<file path="src/rtl/pattern_receiver.sv">
// Serial MSB-first receiver/checker for the shift-register pattern link.
// Deserializes a 16-bit dynamic or 88-bit static frame and counts mismatching bits.
module pattern_receiver #(
  parameter int unsigned                    SIZESRSTAT = 88,
  parameter int unsigned                    SIZESRDYN  = 16,
  parameter int unsigned                    SIZECNT    = 7,
  parameter int unsigned                    LATENCY    = 1,
  parameter logic [SIZESRDYN-1:0]           EXP_DYN    = 16'hABCD,
  parameter logic [SIZESRSTAT-1:0]          EXP_STAT   = 88'h123456789ABCDEF1234567
) (
  input  logic                  CLK,
  input  logic                  RST_N,
  input  logic                  START,
  input  logic                  MODE,
  input  logic                  signal_in,
  output logic                  BUSY,
  output logic                  DONE,
  output logic                  MATCH,
  output logic [SIZECNT-1:0]    ERR_CNT,
  output logic [SIZESRDYN-1:0]  RX_DYN,
  output logic [SIZESRSTAT-1:0] RX_STAT
);

  localparam int unsigned LATW  = $clog2(LATENCY + 2);
  localparam int unsigned DYNW  = $clog2(SIZESRDYN);
  localparam int unsigned STATW = $clog2(SIZESRSTAT);

  typedef enum logic [1:0] {S_IDLE, S_WAIT, S_RECV, S_FIN} state_e;

  state_e                  state_q, state_d;
  logic                    mode_q, mode_d;
  logic [LATW-1:0]         lat_cnt_q, lat_cnt_d;
  logic [SIZECNT-1:0]      bit_cnt_q, bit_cnt_d;
  logic [SIZECNT-1:0]      err_q, err_d;
  logic                    match_q, match_d;
  logic [SIZESRDYN-1:0]    rx_dyn_q, rx_dyn_d;
  logic [SIZESRSTAT-1:0]   rx_stat_q, rx_stat_d;

  logic [DYNW-1:0]         dyn_idx;
  logic [STATW-1:0]        stat_idx;
  logic                    exp_bit;
  logic                    last_bit;

  // Bit k of the stream is checked against EXP[N-1-k].
  always_comb begin
    dyn_idx  = DYNW'(SIZESRDYN - 1) - bit_cnt_q[DYNW-1:0];
    stat_idx = STATW'(SIZESRSTAT - 1) - STATW'(bit_cnt_q);
    exp_bit  = mode_q ? EXP_STAT[stat_idx] : EXP_DYN[dyn_idx];
    last_bit = mode_q ? (bit_cnt_q == SIZECNT'(SIZESRSTAT - 1))
                      : (bit_cnt_q == SIZECNT'(SIZESRDYN - 1));
  end

  always_comb begin
    state_d   = state_q;
    mode_d    = mode_q;
    lat_cnt_d = lat_cnt_q;
    bit_cnt_d = bit_cnt_q;
    err_d     = err_q;
    match_d   = match_q;
    rx_dyn_d  = rx_dyn_q;
    rx_stat_d = rx_stat_q;
    unique case (state_q)
      S_IDLE: begin
        if (START) begin
          mode_d    = MODE;
          err_d     = '0;
          match_d   = 1'b0;
          lat_cnt_d = '0;
          bit_cnt_d = '0;
          if (MODE) rx_stat_d = '0;
          else      rx_dyn_d  = '0;
          state_d   = (LATENCY == 0) ? S_RECV : S_WAIT;
        end
      end
      S_WAIT: begin
        if (lat_cnt_q == LATW'(LATENCY - 1)) state_d = S_RECV;
        else lat_cnt_d = lat_cnt_q + LATW'(1);
      end
      S_RECV: begin
        if (mode_q) rx_stat_d = {rx_stat_q[SIZESRSTAT-2:0], signal_in};
        else        rx_dyn_d  = {rx_dyn_q[SIZESRDYN-2:0], signal_in};
        if (signal_in != exp_bit) err_d = err_q + SIZECNT'(1);
        bit_cnt_d = bit_cnt_q + SIZECNT'(1);
        if (last_bit) begin
          // MATCH must include the final bit's comparison, hence err_d.
          match_d = (err_d == '0);
          state_d = S_FIN;
        end
      end
      S_FIN: begin
        state_d = S_IDLE;
      end
      default: state_d = S_IDLE;
    endcase
  end

  always_ff @(posedge CLK or negedge RST_N) begin
    if (!RST_N) begin
      state_q   <= S_IDLE;
      mode_q    <= 1'b0;
      lat_cnt_q <= '0;
      bit_cnt_q <= '0;
      err_q     <= '0;
      match_q   <= 1'b0;
      rx_dyn_q  <= '0;
      rx_stat_q <= '0;
    end else begin
      state_q   <= state_d;
      mode_q    <= mode_d;
      lat_cnt_q <= lat_cnt_d;
      bit_cnt_q <= bit_cnt_d;
      err_q     <= err_d;
      match_q   <= match_d;
      rx_dyn_q  <= rx_dyn_d;
      rx_stat_q <= rx_stat_d;
    end
  end

  always_comb begin
    BUSY    = (state_q != S_IDLE);
    DONE    = (state_q == S_FIN);
    MATCH   = match_q;
    ERR_CNT = err_q;
    RX_DYN  = rx_dyn_q;
    RX_STAT = rx_stat_q;
  end

endmodule

</file>
<file path="config.mk">
export PLATFORM = sky130hd
export DESIGN_NAME = pattern_receiver
export DESIGN_NICKNAME = d
export VERILOG_FILES = /design/src/rtl/pattern_receiver.sv
export SDC_FILE = /design/constraint.sdc
export NUM_CORES = 1
export LEC_CHECK = 0
export ABC_AREA = 1
export CORE_ASPECT_RATIO = 1.5
export CORE_MARGIN = 1
export CORE_UTILIZATION = 54
export CTS_CLUSTER_DIAMETER = 150
export DETAILED_ROUTE_END_ITERATION = 12
export HOLD_SLACK_MARGIN = 0.05
export PLACE_DENSITY = 0.82
export SKIP_CTS_REPAIR_TIMING = 1
export SYNTH_ARGS = -nofsm -noshare
export SYNTH_HDL_FRONTEND = slang
export SYNTH_SLANG_ARGS = --single-unit
</file>
<file path="constraint.sdc">
create_clock -name CLK -period 5.51 [get_ports CLK]
set_input_delay 0.8265 -clock CLK [delete_from_list [all_inputs] [get_ports CLK]]
set_output_delay 0.8265 -clock CLK [all_outputs]
set_load 0.02 [all_outputs]
</file>
After elaboration in Yosys (flattened, before gate mapping)
Memories as Yosys holds them, arrays and structs flattened.
Cells that the tools add are included.
- register bits after elaboration: 124
- memory bits (read-only): 144
- bits of input ports: 5
- output and inout port bits: 114
- logic and storage cells: 71
- memories kept: 2
- memories (memory ; words ; bits a word ; rd ports ; clocked after memory_dff ; wr ports ; RTL line ; RTL):
    (no name shown) ; 128 ; 1 ; 1 ; 0 ; 0 ; 48 ; exp_bit = mode_q ? EXP_STAT[stat_idx] : EXP_DYN[dyn_idx];
    (no name shown) ; 16 ; 1 ; 1 ; 0 ; 0 ; 48 ;
- add/subtract/negate cells: 5
- order comparisons: 2
- equal/unequal tests: 14
- mux-type cells: 27
- reductions and logical operators: 13
- operator list (operator ; count):
    2-to-1 mux 88 bit ; 3
    case mux 88 bit (2 select lines) ; 1
    2-to-1 mux 16 bit ; 3
    case mux 16 bit (2 select lines) ; 1
    case mux 7 bit (2 select lines) ; 2
    2-to-1 mux 7 bit ; 3
    != test 2 bit (second input constant) ; 8
    adder 7 x 1 -> 7 bit (second input constant) ; 2
    2-to-1 mux 2 bit ; 5
    AND reduction 3 bit ; 3
    less-than comparator 7 x 8 -> 1 bit (second input constant) ; 1
    case mux 2 bit (4 select lines) ; 1
    AND reduction 4 bit ; 2
    == test 7 x 4 -> 1 bit (second input constant) ; 1
    == test 7 bit (second input constant) ; 1
    zero test 7 bit ; 1
    subtractor 7 bit (first input constant) ; 1
    2-to-1 mux 1 bit ; 6
    nonzero test 2 bit ; 3
    less-than comparator 4 x 5 -> 1 bit (second input constant) ; 1
    == test 2 bit (second input constant) ; 2
    zero test 2 bit ; 2
    case mux 2 bit (2 select lines) ; 1
    AND reduction 2 bit ; 2
    5 further kinds ; 5

Depth between registers and ports, before layout
- word-level depth: 10
- gate-level depth with buffers: 19
- gate-level depth less buffers: 19

Worst setup path after synthesis
No wires, ideal clock.
- path kind: input to register
- from: in START
- to: reg rx_stat_q[0], in the netlist RX_STAT[0]
- library setup time: 0.133 ns
- data arrival time: 1.939 ns
- required time: 5.377 ns
- slack: 3.439 ns
- stages on the path: 8
- buffers on the path: 2
- path through: nand2_1 -> inv_1 -> nand2_1 -> o21ai_0 -> nand2_1 -> clkbuf_1 -> clkbuf_1 -> o22ai_1
- longest elaborated chain between the ends: 2
- RTL lines (what ; RTL line ; RTL):
    from (decl) ; 13 ; input logic START,
    != test 2 bit (no line) ; n/a ;
    AND reduction 4 bit (no line) ; n/a ;
    to (signal assigned) ; 115 ; rx_stat_q <= rx_stat_d;
    to (decl) ; 37 ; logic [SIZESRSTAT-1:0] rx_stat_q, rx_stat_d;
No other way between the ends.
A chain may end at the register's enable or synchronous reset.

Final worst setup path
- from: reg state_q[0]
- to: reg rx_stat_q[71], in the netlist RX_STAT[71]
- longest elaborated chain between the ends: 3
- elaborated cells between the ends (all ways): 8
- those cells by class: 4 x eq/ne; 1 x mux; 3 x reduce/logical
- RTL lines (what ; RTL line ; RTL):
    from (decl) ; 30 ; state_e state_q, state_d;
    from (signal assigned) ; 108 ; state_q <= state_d;
    == test 2 bit or zero test 2 bit (tied branches) ; 62 ; unique case (state_q)
    != test 2 bit (no line) or nonzero test 2 bit (tied branches) ; n/a ;
    AND reduction 4 bit (no line) ; n/a ;
Parallel ways exist; a longest one is shown, timed or not.

==> results.tsv <==
stage	metric	value	unit
run_status	status	completed	
placed_design	finalWeightedCongestion	0.886	
yosys	synth_top_family_by_area	compound AO/OA/AOI/OAI gates	
placed_design	port_buffers	118	
placed_design	dp.cells	790	
sta	max_slew_margin	0.383	
layout	fillCellCount	674	
yosys	yosys.area.top_type_share	0.573	
yosys	synth_area_leader_cell	dfrtp_1	
setup_path	worstSetupPathType	reg2reg	
yosys	ys.flop_type	dfrtp_1	
global_route	grt_util_all_layers	0.264	
setup_path	crit_fanout	49	
yosys	synthArstFlopShare	1.00	
yosys	synth_nets	603	
yosys	synth-simple-area-share	0.103	
global_route	grt_max_degree	74	
layout	instances_no_fill	822	
yosys	ys_ff_latch	124	
yosys	netlist_area	0.00541	mm²
setup_path	worst-r2r-setup-slack	2190	ps
layout	multi_input_area	0.00168	mm²
setup_path	critPathBufInv	3	
die	io-pin-count	119	
route	via_count	4452	
yosys	synth-adder-area-share	0.0416	
clocking	cts_num_sinks	124	
route	via_per_inst	5.42	
setup_path	required	5780	ps
die	die_h	125	µm
layout	syn_to_final_growth	34.5	%
pwr	power_density	447	mW/mm²
layout	fin_util	0.751	
setup_path	ff2ff_path_depth	7	
setup_path	reg2reg_from	state_q[0]	
yosys	synth_cell_types	27	
route	drc_errors	0	
clocking	cts_tree	built	
sta	fin_skew	10.0	ps
setup_path	critPathCaptureType	flop	
clocking	clk_latency	410	ps
yosys	synth_most_common_cell	inv_1	
layout	num_antenna_cells	0	
setup_path	crit_chain	inv_1, ha_1, inv_1, o21ai_0, o21a_2, buf_4, o22ai_1	
yosys	synth_compound_area_frac	0.153	
setup_path	timing.rr.end	RX_STAT[71]	
setup_path	arrival	3580	ps
yosys	yosysWarnings	0	
sta	rsz0062_at_grt	false	
clocking	cts_buffers	17	
global_route	first_global_vias	4488	
sta	finalSetupViolCount	0	
clocking	clk_pin_slew_worst_paths	60	ps
route	first_iter_violations	214	
layout	nets	717	
sta	tightest_slew	925	ps
job	drv_cap	0	
placed_design	pre_cts_ws	2230	ps
sta	timing.hold.ws	543	ps
clocking	root_buffer	clkbuf_16	
global_route	antenna_found_initial	0	
sta	fin_tns_setup	0	ps
die	start_util	0.559	
clocking	htreeDepth	4	
die	core	0.00969	mm²
route	wire_per_inst	15.9	µm
setup_path	crit_family	compound AO/OA/AOI/OAI gates	
sta	setup_ws	2190	ps
pwr	p_leak	3.24	nW
route	detail-route-antenna-nets	0	
sta	fin_crit_sh	0.602	
sta	fin_crit	3320	ps
die	die_w	83.7	µm
hold_path	hold_path.class	in2async	
global_route	grt_pass1_wl	21700	µm
die	num_rows	44	
setup_path	cpMostUsedCell	inv_1	
setup_path	cp_slowest_cell	o21a_2	
yosys	yosysSeqAreaShare	0.573	
global_route	grt_overflow	0	
yosys	post_synth.cell_area_avg	9.33	µm²
layout	drive_gt1_frac	0.0679	
yosys	synthXorXnorAreaFrac	0.0113	
sta	fmax	302	MHz
yosys	postSynthCellCount	580	
yosys	synthMuxAreaShare	0	
yosys	synth_common_cells	136 x inv_1, 124 x dfrtp_1, 98 x o22ai_1	
layout	regArea	0.00310	mm²
sta	drv_slew	0	
route	first_pass_iters	7	
die	dieArea	0.0104	mm²
route	routed_wl	13100	µm
placed_design	dp_hpwl	8960	µm
pwr	max-vdd-ir-drop	321	µV
setup_path	cp-start-kind	flop	
clocking	clockBufferDepth	2	
sta	hold_viol	0	
yosys	synth_edf_count	0	
yosys	yosys-top-cells-area	dfrtp_1 57%, o22ai_1 11%, inv_1 9.4%	
setup_path	cpPeakStageDelay	810	ps
## layer usage
metal,part of all wire,GRT usage,vias up
met5,0,0,-
met3,0.050,0.0802,22
met1,0.39,0.306,2179
li1,-,-,2135
met4,0.022,0.120,0
met2,0.54,0.448,116
## registers in the layout, summed over array words and instances (netlist names)
signal and cells:
lat_cnt_q 2, RX_STAT 88, bit_cnt_q 7, state_q 2, RX_DYN 16, ERR_CNT 7
mode_q 1, MATCH 1
## worst max-delay path by stage
stage,start,to,depth (start not counted)
after CTS,state_q[0],RX_STAT[56],7
after global routing,state_q[0],RX_STAT[46],7
after global placement,START,RX_STAT[65],8
after detailed placement,START,RX_STAT[56],8
after floorplan,START,RX_STAT[0],8
final,state_q[0],RX_STAT[71],7
## area by class of cell
| class | instances | share of cell area |
|---|---|---|
| multi-input combinational | 290 | 0.231 |
| timing repair buffer | 122 | 0.166 |
| clock buffer | 18 | 0.0589 |
| clock inverter | 14 | 0.0266 |
| sequential | 124 | 0.426 |
| inverter | 139 | 0.0717 |
| tap | 115 | 0.0198 |
## placed cells by master, fill, tap and decap left out, types with 2 or more instances in the layout
cell type        synthesis  routed
o22ai_1                 98      98
clkinv_4                 0       3
dfrtp_1                124     124
nand3_1                 41      41
ha_1                    18      18
clkdlybuf4s50_1          0     117
bufinv_16                0       4
inv_2                    2       2
a21oi_1                  8       8
clkbuf_16                0      17
nor2_1                  14      14
nand2_2                  5       6
inv_1                  136     136
inv_6                    0       2
clkinvlp_4               0       2
nor3_1                   8       8
nand2_1                 57      56
buf_4                    1       5
xor2_1                   6       6
clkinv_2                 0       3
o21ai_0                 26      26
## through the flow
step                cell area (µm²)  power (mW)
floorplan                      5410        1.83
global placement               6660        2.06
detailed placement             6660        2.09
CTS                            7280        3.27
global route                   7280        3.44
finish                         7280        3.25
## cell families (layout without fill, tap and decap cells)
logic type,count (synthesis),after routing
compound gates,138,138
xor+xnor,7,7
simple gates,127,127
fa+ha+maj,18,18
flops,124,124
buf+inv,166,293
## power by group
part	internal [mW]	switching (mW)	total, mW
Sequential	0.978	0.0757	1.05
Combinational	0.340	0.690	1.03
Clock	0.758	0.410	1.17
Total	2.08	1.18	3.25
(Power assumes the default switching activity.)
